<file path="src/rtl/thor2024_alu_sequencer_if.sv">
// Issue, ALU-operand and writeback signals of the Thor2024 ALU sequencer.
// Both in_* and out_* are valid/ready: a transfer happens on a rising edge where valid
// and ready are both high, and the sender holds its payload stable while valid waits on ready.
interface thor2024_alu_sequencer_if #(
    parameter int TAGW = 5,
    parameter int IRW  = 41
);
    logic            in_valid;
    logic            in_ready;
    logic [IRW-1:0]  in_ir;
    logic [63:0]     in_a;
    logic [63:0]     in_b;
    logic [63:0]     in_c;
    logic [63:0]     in_t;
    logic [63:0]     in_p;
    logic            in_div;
    logic [TAGW-1:0] in_tag;

    logic [IRW-1:0]  alu_ir;
    logic [63:0]     alu_a;
    logic [63:0]     alu_b;
    logic [63:0]     alu_c;
    logic [63:0]     alu_t;
    logic [63:0]     alu_p;
    logic            alu_div;
    logic [63:0]     alu_o;
    logic            alu_mul_done;
    logic            alu_div_done;
    logic            alu_div_dbz;

    logic            out_valid;
    logic            out_ready;
    logic [63:0]     out_res;
    logic [TAGW-1:0] out_tag;
    logic            out_exc;

    modport slave (
        input  in_valid, in_ir, in_a, in_b, in_c, in_t, in_p, in_div, in_tag,
        input  alu_o, alu_mul_done, alu_div_done, alu_div_dbz,
        input  out_ready,
        output in_ready,
        output alu_ir, alu_a, alu_b, alu_c, alu_t, alu_p, alu_div,
        output out_valid, out_res, out_tag, out_exc
    );

    modport master (
        output in_valid, in_ir, in_a, in_b, in_c, in_t, in_p, in_div, in_tag,
        output alu_o, alu_mul_done, alu_div_done, alu_div_dbz,
        output out_ready,
        input  in_ready,
        input  alu_ir, alu_a, alu_b, alu_c, alu_t, alu_p, alu_div,
        input  out_valid, out_res, out_tag, out_exc
    );
endinterface

</file>
<file path="src/rtl/thor2024_alu_sequencer.sv">
// Holds one issued op on the ALU inputs for its class latency, then captures the
// result and tag into a register offered to writeback; one op in flight at a time.
module thor2024_alu_sequencer #(
    parameter int TAGW    = 5,
    parameter int MUL_LAT = 4,
    parameter int DIV_MIN = 2
) (
    input  logic                       clk,
    input  logic                       rst,
    input  logic                       flush,
    thor2024_alu_sequencer_if.slave    bus,
    output logic [2:0]                 dbg_state
);
    localparam int MAXL = (MUL_LAT > DIV_MIN) ? MUL_LAT : DIV_MIN;
    localparam int CW   = $clog2(MAXL) + 1;

    localparam logic [6:0] OP_R2    = 7'd2;
    localparam logic [6:0] OP_MULI  = 7'd6;
    localparam logic [6:0] OP_MULUI = 7'd14;
    localparam logic [6:0] OP_DIVI  = 7'd16;
    localparam logic [6:0] OP_DIVUI = 7'd17;
    localparam logic [6:0] FN_MUL   = 7'd16;
    localparam logic [6:0] FN_MULU  = 7'd17;
    localparam logic [6:0] FN_MULH  = 7'd18;
    localparam logic [6:0] FN_MULUH = 7'd19;
    localparam logic [6:0] FN_DIV   = 7'd20;
    localparam logic [6:0] FN_MOD   = 7'd21;
    localparam logic [6:0] FN_DIVU  = 7'd22;
    localparam logic [6:0] FN_MODU  = 7'd23;

    typedef enum logic [2:0] {
        IDLE  = 3'd0,
        EXEC  = 3'd1,
        MWAIT = 3'd2,
        DWAIT = 3'd3,
        DONE  = 3'd4
    } state_t;

    state_t        state, state_d, cls_state;
    logic [CW-1:0] cnt, cnt_d;
    logic          in_rdy, accept, capture, exc_d;
    logic          is_mul, is_div;
    logic [6:0]    opc, fn;

    assign opc = bus.in_ir[6:0];
    assign fn  = bus.in_ir[40:34];

    // Predicate bit 0 clear means the ALU just passes t through, so no wait is needed.
    always_comb begin
        is_mul = ((opc == OP_R2) && (fn == FN_MUL || fn == FN_MULU || fn == FN_MULH || fn == FN_MULUH))
               || opc == OP_MULI || opc == OP_MULUI;
        is_div = ((opc == OP_R2) && (fn == FN_DIV || fn == FN_MOD || fn == FN_DIVU || fn == FN_MODU))
               || opc == OP_DIVI || opc == OP_DIVUI;
        cls_state = EXEC;
        if (bus.in_p[0]) begin
            if (is_mul)      cls_state = MWAIT;
            else if (is_div) cls_state = DWAIT;
        end
    end

    always_comb begin
        in_rdy  = ((state == IDLE) || (state == DONE && bus.out_ready)) && !flush;
        accept  = bus.in_valid && in_rdy;
        state_d = state;
        cnt_d   = cnt;
        capture = 1'b0;
        exc_d   = 1'b0;
        if (flush) begin
            state_d = IDLE;
        end else begin
            case (state)
                IDLE: begin
                    if (accept) begin
                        state_d = cls_state;
                        cnt_d   = '0;
                    end
                end
                EXEC: begin
                    capture = 1'b1;
                    state_d = DONE;
                end
                MWAIT: begin
                    if (cnt >= CW'(MUL_LAT - 1) && bus.alu_mul_done) begin
                        capture = 1'b1;
                        state_d = DONE;
                    end else if (cnt != '1) begin
                        cnt_d = cnt + 1'b1;
                    end
                end
                DWAIT: begin
                    if (cnt >= CW'(DIV_MIN - 1) && bus.alu_div_done) begin
                        capture = 1'b1;
                        exc_d   = bus.alu_div_dbz;
                        state_d = DONE;
                    end else if (cnt != '1) begin
                        cnt_d = cnt + 1'b1;
                    end
                end
                DONE: begin
                    if (bus.out_ready) begin
                        if (accept) begin
                            state_d = cls_state;
                            cnt_d   = '0;
                        end else begin
                            state_d = IDLE;
                        end
                    end
                end
                default: state_d = IDLE;
            endcase
        end
    end

    always_ff @(posedge clk or negedge rst) begin
        if (!rst) begin
            state <= IDLE;
            cnt   <= '0;
        end else begin
            state <= state_d;
            cnt   <= cnt_d;
        end
    end

    // Operands stay on the ALU until the next accept; a flush deliberately leaves them.
    always_ff @(posedge clk or negedge rst) begin
        if (!rst) begin
            bus.alu_ir  <= '0;
            bus.alu_a   <= '0;
            bus.alu_b   <= '0;
            bus.alu_c   <= '0;
            bus.alu_t   <= '0;
            bus.alu_p   <= '0;
            bus.alu_div <= 1'b0;
            bus.out_res <= '0;
            bus.out_tag <= '0;
            bus.out_exc <= 1'b0;
        end else begin
            if (accept) begin
                bus.alu_ir  <= bus.in_ir;
                bus.alu_a   <= bus.in_a;
                bus.alu_b   <= bus.in_b;
                bus.alu_c   <= bus.in_c;
                bus.alu_t   <= bus.in_t;
                bus.alu_p   <= bus.in_p;
                bus.alu_div <= bus.in_div;
                bus.out_tag <= bus.in_tag;
            end
            if (capture) begin
                bus.out_res <= bus.alu_o;
                bus.out_exc <= exc_d;
            end
        end
    end

    assign bus.in_ready  = in_rdy;
    assign bus.out_valid = (state == DONE);
    assign dbg_state     = state;
endmodule

</file>
<file path="src/flat_wrapper.sv">
// flat-port wrapper written by rule: the top's interface ports become plain ports
module thor2024_alu_sequencer_flat 
#(
    parameter int TAGW    = 5,
    parameter int MUL_LAT = 4,
    parameter int DIV_MIN = 2
)
  (clk, rst, flush, dbg_state, bus_in_valid, bus_in_ir, bus_in_a, bus_in_b, bus_in_c, bus_in_t, bus_in_p, bus_in_div, bus_in_tag, bus_alu_o, bus_alu_mul_done, bus_alu_div_done, bus_alu_div_dbz, bus_out_ready, bus_in_ready, bus_alu_ir, bus_alu_a, bus_alu_b, bus_alu_c, bus_alu_t, bus_alu_p, bus_alu_div, bus_out_valid, bus_out_res, bus_out_tag, bus_out_exc);
  thor2024_alu_sequencer_if #(.TAGW(TAGW)) bus_i ();
  input  logic clk;
  input  logic rst;
  input  logic flush;
  output logic [2:0] dbg_state;
  input wire logic [$bits(bus_i.in_valid)-1:0] bus_in_valid;
  input wire logic [$bits(bus_i.in_ir)-1:0] bus_in_ir;
  input wire logic [$bits(bus_i.in_a)-1:0] bus_in_a;
  input wire logic [$bits(bus_i.in_b)-1:0] bus_in_b;
  input wire logic [$bits(bus_i.in_c)-1:0] bus_in_c;
  input wire logic [$bits(bus_i.in_t)-1:0] bus_in_t;
  input wire logic [$bits(bus_i.in_p)-1:0] bus_in_p;
  input wire logic [$bits(bus_i.in_div)-1:0] bus_in_div;
  input wire logic [$bits(bus_i.in_tag)-1:0] bus_in_tag;
  input wire logic [$bits(bus_i.alu_o)-1:0] bus_alu_o;
  input wire logic [$bits(bus_i.alu_mul_done)-1:0] bus_alu_mul_done;
  input wire logic [$bits(bus_i.alu_div_done)-1:0] bus_alu_div_done;
  input wire logic [$bits(bus_i.alu_div_dbz)-1:0] bus_alu_div_dbz;
  input wire logic [$bits(bus_i.out_ready)-1:0] bus_out_ready;
  output wire logic [$bits(bus_i.in_ready)-1:0] bus_in_ready;
  output wire logic [$bits(bus_i.alu_ir)-1:0] bus_alu_ir;
  output wire logic [$bits(bus_i.alu_a)-1:0] bus_alu_a;
  output wire logic [$bits(bus_i.alu_b)-1:0] bus_alu_b;
  output wire logic [$bits(bus_i.alu_c)-1:0] bus_alu_c;
  output wire logic [$bits(bus_i.alu_t)-1:0] bus_alu_t;
  output wire logic [$bits(bus_i.alu_p)-1:0] bus_alu_p;
  output wire logic [$bits(bus_i.alu_div)-1:0] bus_alu_div;
  output wire logic [$bits(bus_i.out_valid)-1:0] bus_out_valid;
  output wire logic [$bits(bus_i.out_res)-1:0] bus_out_res;
  output wire logic [$bits(bus_i.out_tag)-1:0] bus_out_tag;
  output wire logic [$bits(bus_i.out_exc)-1:0] bus_out_exc;
  assign bus_i.in_valid = bus_in_valid;
  assign bus_i.in_ir = bus_in_ir;
  assign bus_i.in_a = bus_in_a;
  assign bus_i.in_b = bus_in_b;
  assign bus_i.in_c = bus_in_c;
  assign bus_i.in_t = bus_in_t;
  assign bus_i.in_p = bus_in_p;
  assign bus_i.in_div = bus_in_div;
  assign bus_i.in_tag = bus_in_tag;
  assign bus_i.alu_o = bus_alu_o;
  assign bus_i.alu_mul_done = bus_alu_mul_done;
  assign bus_i.alu_div_done = bus_alu_div_done;
  assign bus_i.alu_div_dbz = bus_alu_div_dbz;
  assign bus_i.out_ready = bus_out_ready;
  assign bus_in_ready = bus_i.in_ready;
  assign bus_alu_ir = bus_i.alu_ir;
  assign bus_alu_a = bus_i.alu_a;
  assign bus_alu_b = bus_i.alu_b;
  assign bus_alu_c = bus_i.alu_c;
  assign bus_alu_t = bus_i.alu_t;
  assign bus_alu_p = bus_i.alu_p;
  assign bus_alu_div = bus_i.alu_div;
  assign bus_out_valid = bus_i.out_valid;
  assign bus_out_res = bus_i.out_res;
  assign bus_out_tag = bus_i.out_tag;
  assign bus_out_exc = bus_i.out_exc;
  thor2024_alu_sequencer #(.TAGW(TAGW), .MUL_LAT(MUL_LAT), .DIV_MIN(DIV_MIN)) u_core (.clk(clk), .rst(rst), .flush(flush), .bus(bus_i), .dbg_state(dbg_state));
endmodule
</file>
<file path="config.mk">
export PLATFORM = sky130hd
export DESIGN_NAME = thor2024_alu_sequencer_flat
export DESIGN_NICKNAME = d
export VERILOG_FILES = /design/src/rtl/thor2024_alu_sequencer_if.sv /design/src/rtl/thor2024_alu_sequencer.sv /design/src/flat_wrapper.sv
export SDC_FILE = /design/constraint.sdc
export NUM_CORES = 1
export LEC_CHECK = 0
export CORE_AREA = 2 2 341 343
export CTS_CLUSTER_SIZE = 14
export DETAILED_ROUTE_END_ITERATION = 10
export DIE_AREA = 0 0 343 345
export DONT_BUFFER_PORTS = 1
export PLACE_DENSITY = 0.3
export SLEW_MARGIN = 25
export SYNTH_ARGS = -nofsm -noshare
export SYNTH_HDL_FRONTEND = slang
export SYNTH_SLANG_ARGS = --single-unit
</file>
<file path="constraint.sdc">
create_clock -name clk -period 3.8 [get_ports clk]
set_input_delay 0.76 -clock clk [delete_from_list [all_inputs] [get_ports clk]]
set_output_delay 0.76 -clock clk [all_outputs]
set_load 0.02 [all_outputs]
</file>
==> flow_results.xml <==
<?xml version="1.0" encoding="UTF-8"?>
<metrics>
  <group name="layout">
    <metric name="leading_cell_type_in_the_layout_fill_and_taps_excluded" unit="">dfrtp_1</metric>
    <metric name="area.growth.synth_to_final" unit="%">22.4</metric>
    <metric name="fraction_of_layout_cells_with_a_size_suffix_above_1" unit="">0.524</metric>
    <metric name="filler_cell_count" unit="">12500</metric>
    <metric name="finalNetCount" unit="">1433</metric>
    <metric name="layout_common_cells" unit="">438 x dfrtp_1, 393 x mux2_2, 55 x clkbuf_16</metric>
  </group>
  <group name="yosys">
    <metric name="syn-instance-count" unit="">966</metric>
    <metric name="cells_taking_the_most_area_after_synthesis" unit="">dfrtp_1 66%, mux2_2 27%, mux2_4 3.4%</metric>
    <metric name="yosysWarningCount" unit="">0</metric>
    <metric name="post-synth-top-area-cell" unit="">dfrtp_1</metric>
    <metric name="synth.yosys.seq_area_share" unit="">0.661</metric>
    <metric name="syn-cell-area" unit="mm2">0.0166</metric>
    <metric name="synth_xor_area_frac" unit="">0</metric>
    <metric name="avgSynthCellArea" unit="um2">17.2</metric>
    <metric name="postSynthNetCount" unit="">1409</metric>
    <metric name="synth_compound_area_frac" unit="">0.00906</metric>
    <metric name="synth_simple_gate_area_share" unit="">0.00679</metric>
    <metric name="synthDominantCellAreaShare" unit="">0.661</metric>
    <metric name="synth_fa_ha_area_frac" unit="">0.00302</metric>
    <metric name="synth_top_family_by_area" unit="">multiplexers</metric>
    <metric name="netlist-cell-type-count" unit="">33</metric>
    <metric name="synth_mux_area_frac" unit="">0.302</metric>
    <metric name="postSynthRegisterBits" unit="">438</metric>
  </group>
  <group name="sta">
    <metric name="final_period_minus_worst_setup_slack" unit="ps">2810</metric>
    <metric name="fin_skew" unit="ps">20.7</metric>
    <metric name="setup_tns" unit="ps">0</metric>
    <metric name="timing_max_transition_violations_final" unit="">0</metric>
    <metric name="maxClockFrequency" unit="GHz">0.356</metric>
    <metric name="post-route-worst-setup-slack" unit="ps">989</metric>
    <metric name="setup_viol" unit="">0</metric>
    <metric name="tightestPinTransition" unit="ps">1140</metric>
    <metric name="post-route-period-util" unit="">0.740</metric>
    <metric name="worst_slack_on_hold_paths" unit="ps">-131</metric>
    <metric name="unrepaired_setup_endpoints_after_global_routing" unit="">false</metric>
    <metric name="slew_headroom" unit="">0.242</metric>
    <metric name="hold_viol_final" unit="">199</metric>
  </group>
  <group name="setup_path">
    <metric name="critPathMaxStageDelay" unit="ps">730</metric>
    <metric name="worstPathBufferInverterCount" unit="">1</metric>
    <metric name="data_arrival_at_the_endpoint_of_the_critical_path" unit="ps">3300</metric>
    <metric name="worst-endpoint-required" unit="ps">4290</metric>
    <metric name="setup.worst_path.end_class" unit="">flop</metric>
    <metric name="worstSetupPathType" unit="">reg2reg</metric>
    <metric name="setup.reg_to_reg.worst_slack" unit="ps">990</metric>
    <metric name="timing.critical_path.max_delay_family" unit="">compound AO/OA/AOI/OAI gates</metric>
    <metric name="critPathLaunchType" unit="">flop</metric>
    <metric name="path_cells" unit="">ha_1, ha_1, a211oi_1, nor3b_1, o21a_4, buf_4, mux2_4</metric>
    <metric name="peak_fanout_along_the_critical_path" unit="">54</metric>
    <metric name="dominant_cell_type_by_count_on_the_critical_path" unit="">ha_1</metric>
    <metric name="crit_path_top_delay_cell" unit="">o21a_4</metric>
  </group>
  <group name="status">
    <metric name="failed_checks" unit="">hold timing</metric>
    <metric name="status" unit="">finished, violations left</metric>
  </group>
  <group name="clock_network">
    <metric name="clk_transition_reported_paths" unit="ps">60</metric>
    <metric name="cts_tree" unit="">done</metric>
    <metric name="cts_root_cell" unit="">clkbuf_16</metric>
    <metric name="ctsLongestPathBuffers" unit="">3</metric>
    <metric name="postCtsResizedCells" unit="">0</metric>
    <metric name="cts_buffer_count" unit="">53</metric>
    <metric name="clock_latency" unit="ps">620</metric>
    <metric name="cts_num_sinks" unit="">438</metric>
    <metric name="cts_htree_levels" unit="">2</metric>
  </group>
  <group name="grt">
    <metric name="global_route.usage.met1" unit="">0.0777</metric>
    <metric name="grt_pass1_wl" unit="um">74100</metric>
    <metric name="grt_start_max_net_pins" unit="">439</metric>
    <metric name="grt_use_met2" unit="">0.164</metric>
    <metric name="initial_antenna_violation_count" unit="">14</metric>
    <metric name="grt_util_all_layers" unit="">0.0863</metric>
    <metric name="grt_util_met3" unit="">0.0418</metric>
    <metric name="top_usage_layer" unit="">met2</metric>
    <metric name="number_of_global_route_vias_before_repair" unit="">9494</metric>
    <metric name="globalRoute.totalOverflow" unit="">0</metric>
  </group>
  <group name="place">
    <metric name="post-dp-hpwl" unit="um">39500</metric>
    <metric name="pre_cts_ws" unit="ps">967</metric>
    <metric name="port_buffers" unit="">0</metric>
    <metric name="gp_congestion" unit="">0.741</metric>
  </group>
  <group name="floorplanning">
    <metric name="rows" unit="">125</metric>
    <metric name="dieArea" unit="mm2">0.118</metric>
    <metric name="core_area" unit="mm2">0.115</metric>
    <metric name="io-pin-count" unit="">876</metric>
    <metric name="initial_utilization" unit="">0.144</metric>
    <metric name="die_height" unit="um">345</metric>
    <metric name="die_width" unit="um">343</metric>
  </group>
  <group name="power_and_ir_drop">
    <metric name="powerDensity" unit="mW/mm2">697</metric>
    <metric name="p_leak" unit="nW">8.21</metric>
    <metric name="vdd.ir_drop.worst" unit="mV">0.318</metric>
  </group>
  <group name="routing">
    <metric name="drt_wl_total" unit="um">53200</metric>
    <metric name="routedWlPerCell" unit="um">20.8</metric>
    <metric name="drcViolationCount" unit="">0</metric>
    <metric name="number_of_vias_after_detailed_routing" unit="">8283</metric>
    <metric name="antenna_violating_nets_post_route" unit="">0</metric>
    <metric name="drt_first_pass_iters" unit="">4</metric>
    <metric name="dr.first_iter.drc_count" unit="">273</metric>
    <metric name="avgViaCountPerCell" unit="">3.24</metric>
  </group>
  <group name="flow_run">
    <metric name="drv.max_cap_violation_count" unit="">0</metric>
  </group>
  <group name="hold_path">
    <metric name="timing.hold.worst.class" unit="">in2async</metric>
  </group>
</metrics>
==> power by group <==
group	switching, mW	internal, mW
logic	0.350	0.830
registers	2.06	5.60
clock network	2.04	3.26
==> cell type report <==
| class | count | area, um2 | area share |
|---|---|---|---|
| Clock buffer | 81 | 1620 | 0.0801 |
| Inverter | 5 | 18.8 | 0.000925 |
| Multi-Input combinational cell | 473 | 5340 | 0.263 |
| Sequential cell | 438 | 11000 | 0.540 |
| Clock inverter | 15 | 206 | 0.0102 |
| Timing Repair Buffer | 19 | 218 | 0.0107 |
| Tap cell | 1524 | 1910 | 0.0940 |
| Antenna cell | 5 | 12.5 | 0.000617 |
==> metrics by stage <==
step	cell area [um2]	total power, mW	util	cells
after floorplan	16600	8.37	-	966
after global placement	18400	8.99	0.160	2459
after detailed placement	18400	9.00	0.160	2459
after CTS	20300	14.5	0.176	2555
after global routing	20300	14.9	0.176	2558
final	20300	14.1	0.176	2560
==> timing repair <==
item                                    CTS  global route
hold endpoints to repair                438           438
buffers inserted                          0             0
endpoints found under the setup margin    0             0
==> state kept, by name, indices dropped and copies added (netlist names), 5 cells and up <==
register	cells
u_core.bus.alu_a	64
u_core.bus.alu_b	64
u_core.bus.alu_c	64
u_core.bus.alu_ir	41
u_core.bus.alu_p	64
u_core.bus.alu_t	64
u_core.bus.out_res	64
u_core.bus.out_tag	5
==> metal layers <==
layer / vias to the layer above / wire length, um
li1: 3466 / -
met1: 4209 / 16100
met2: 513 / 29300
met3: 91 / 6250
met4: 4 / 1500
met5: - / 21
==> cell usage after synthesis <==
cell type	instances
buf_6	5
nor2_1	2
inv_1	5
mux2_4	38
nor2b_1	1
or3_1	1
nor3b_1	3
mux2_2	393
o31ai_1	1
nand4_1	1
ha_1	4
a31o_2	1
or4b_2	1
nand2b_1	2
o221ai_1	1
mux2i_1	1
o32ai_1	2
and2_1	1
buf_2	43
a21oi_1	2
o41ai_4	1
o21bai_1	1
nor4b_1	1
o21ai_0	2
nor3_1	2
a211oi_1	2
nand2_1	3
o21a_1	1
clkbuf_1	2
o22ai_1	3
dfrtp_1	438
o2111a_1	1
nand3_1	1
==> path summary, 6_finish.rpt <==
kind	end	start	cells past startpoint
worst max-delay path	u_core.bus.out_res[29]	u_core.cnt[0]	7
worst min-delay path	u_core.bus.alu_p[51]	rst	0
worst max register to register	u_core.bus.out_res[29]	u_core.cnt[0]	7
worst min register to register	u_core.cnt[0]	u_core.cnt[0]	1
max in group asynchronous	u_core.bus.alu_c[17]	rst	0
min in group clk	u_core.bus.alu_t[22]	bus_in_t[22]	1
==> kinds of logic after synthesis <==
family / Yosys count
AO/OA/AOI/OAI: 18
flip-flops: 438
adder cells (fa/ha/maj): 4
AND/OR/NAND/NOR: 19
multiplexers: 432
buffers and inverters: 55
(Power assumes the default switching activity.)
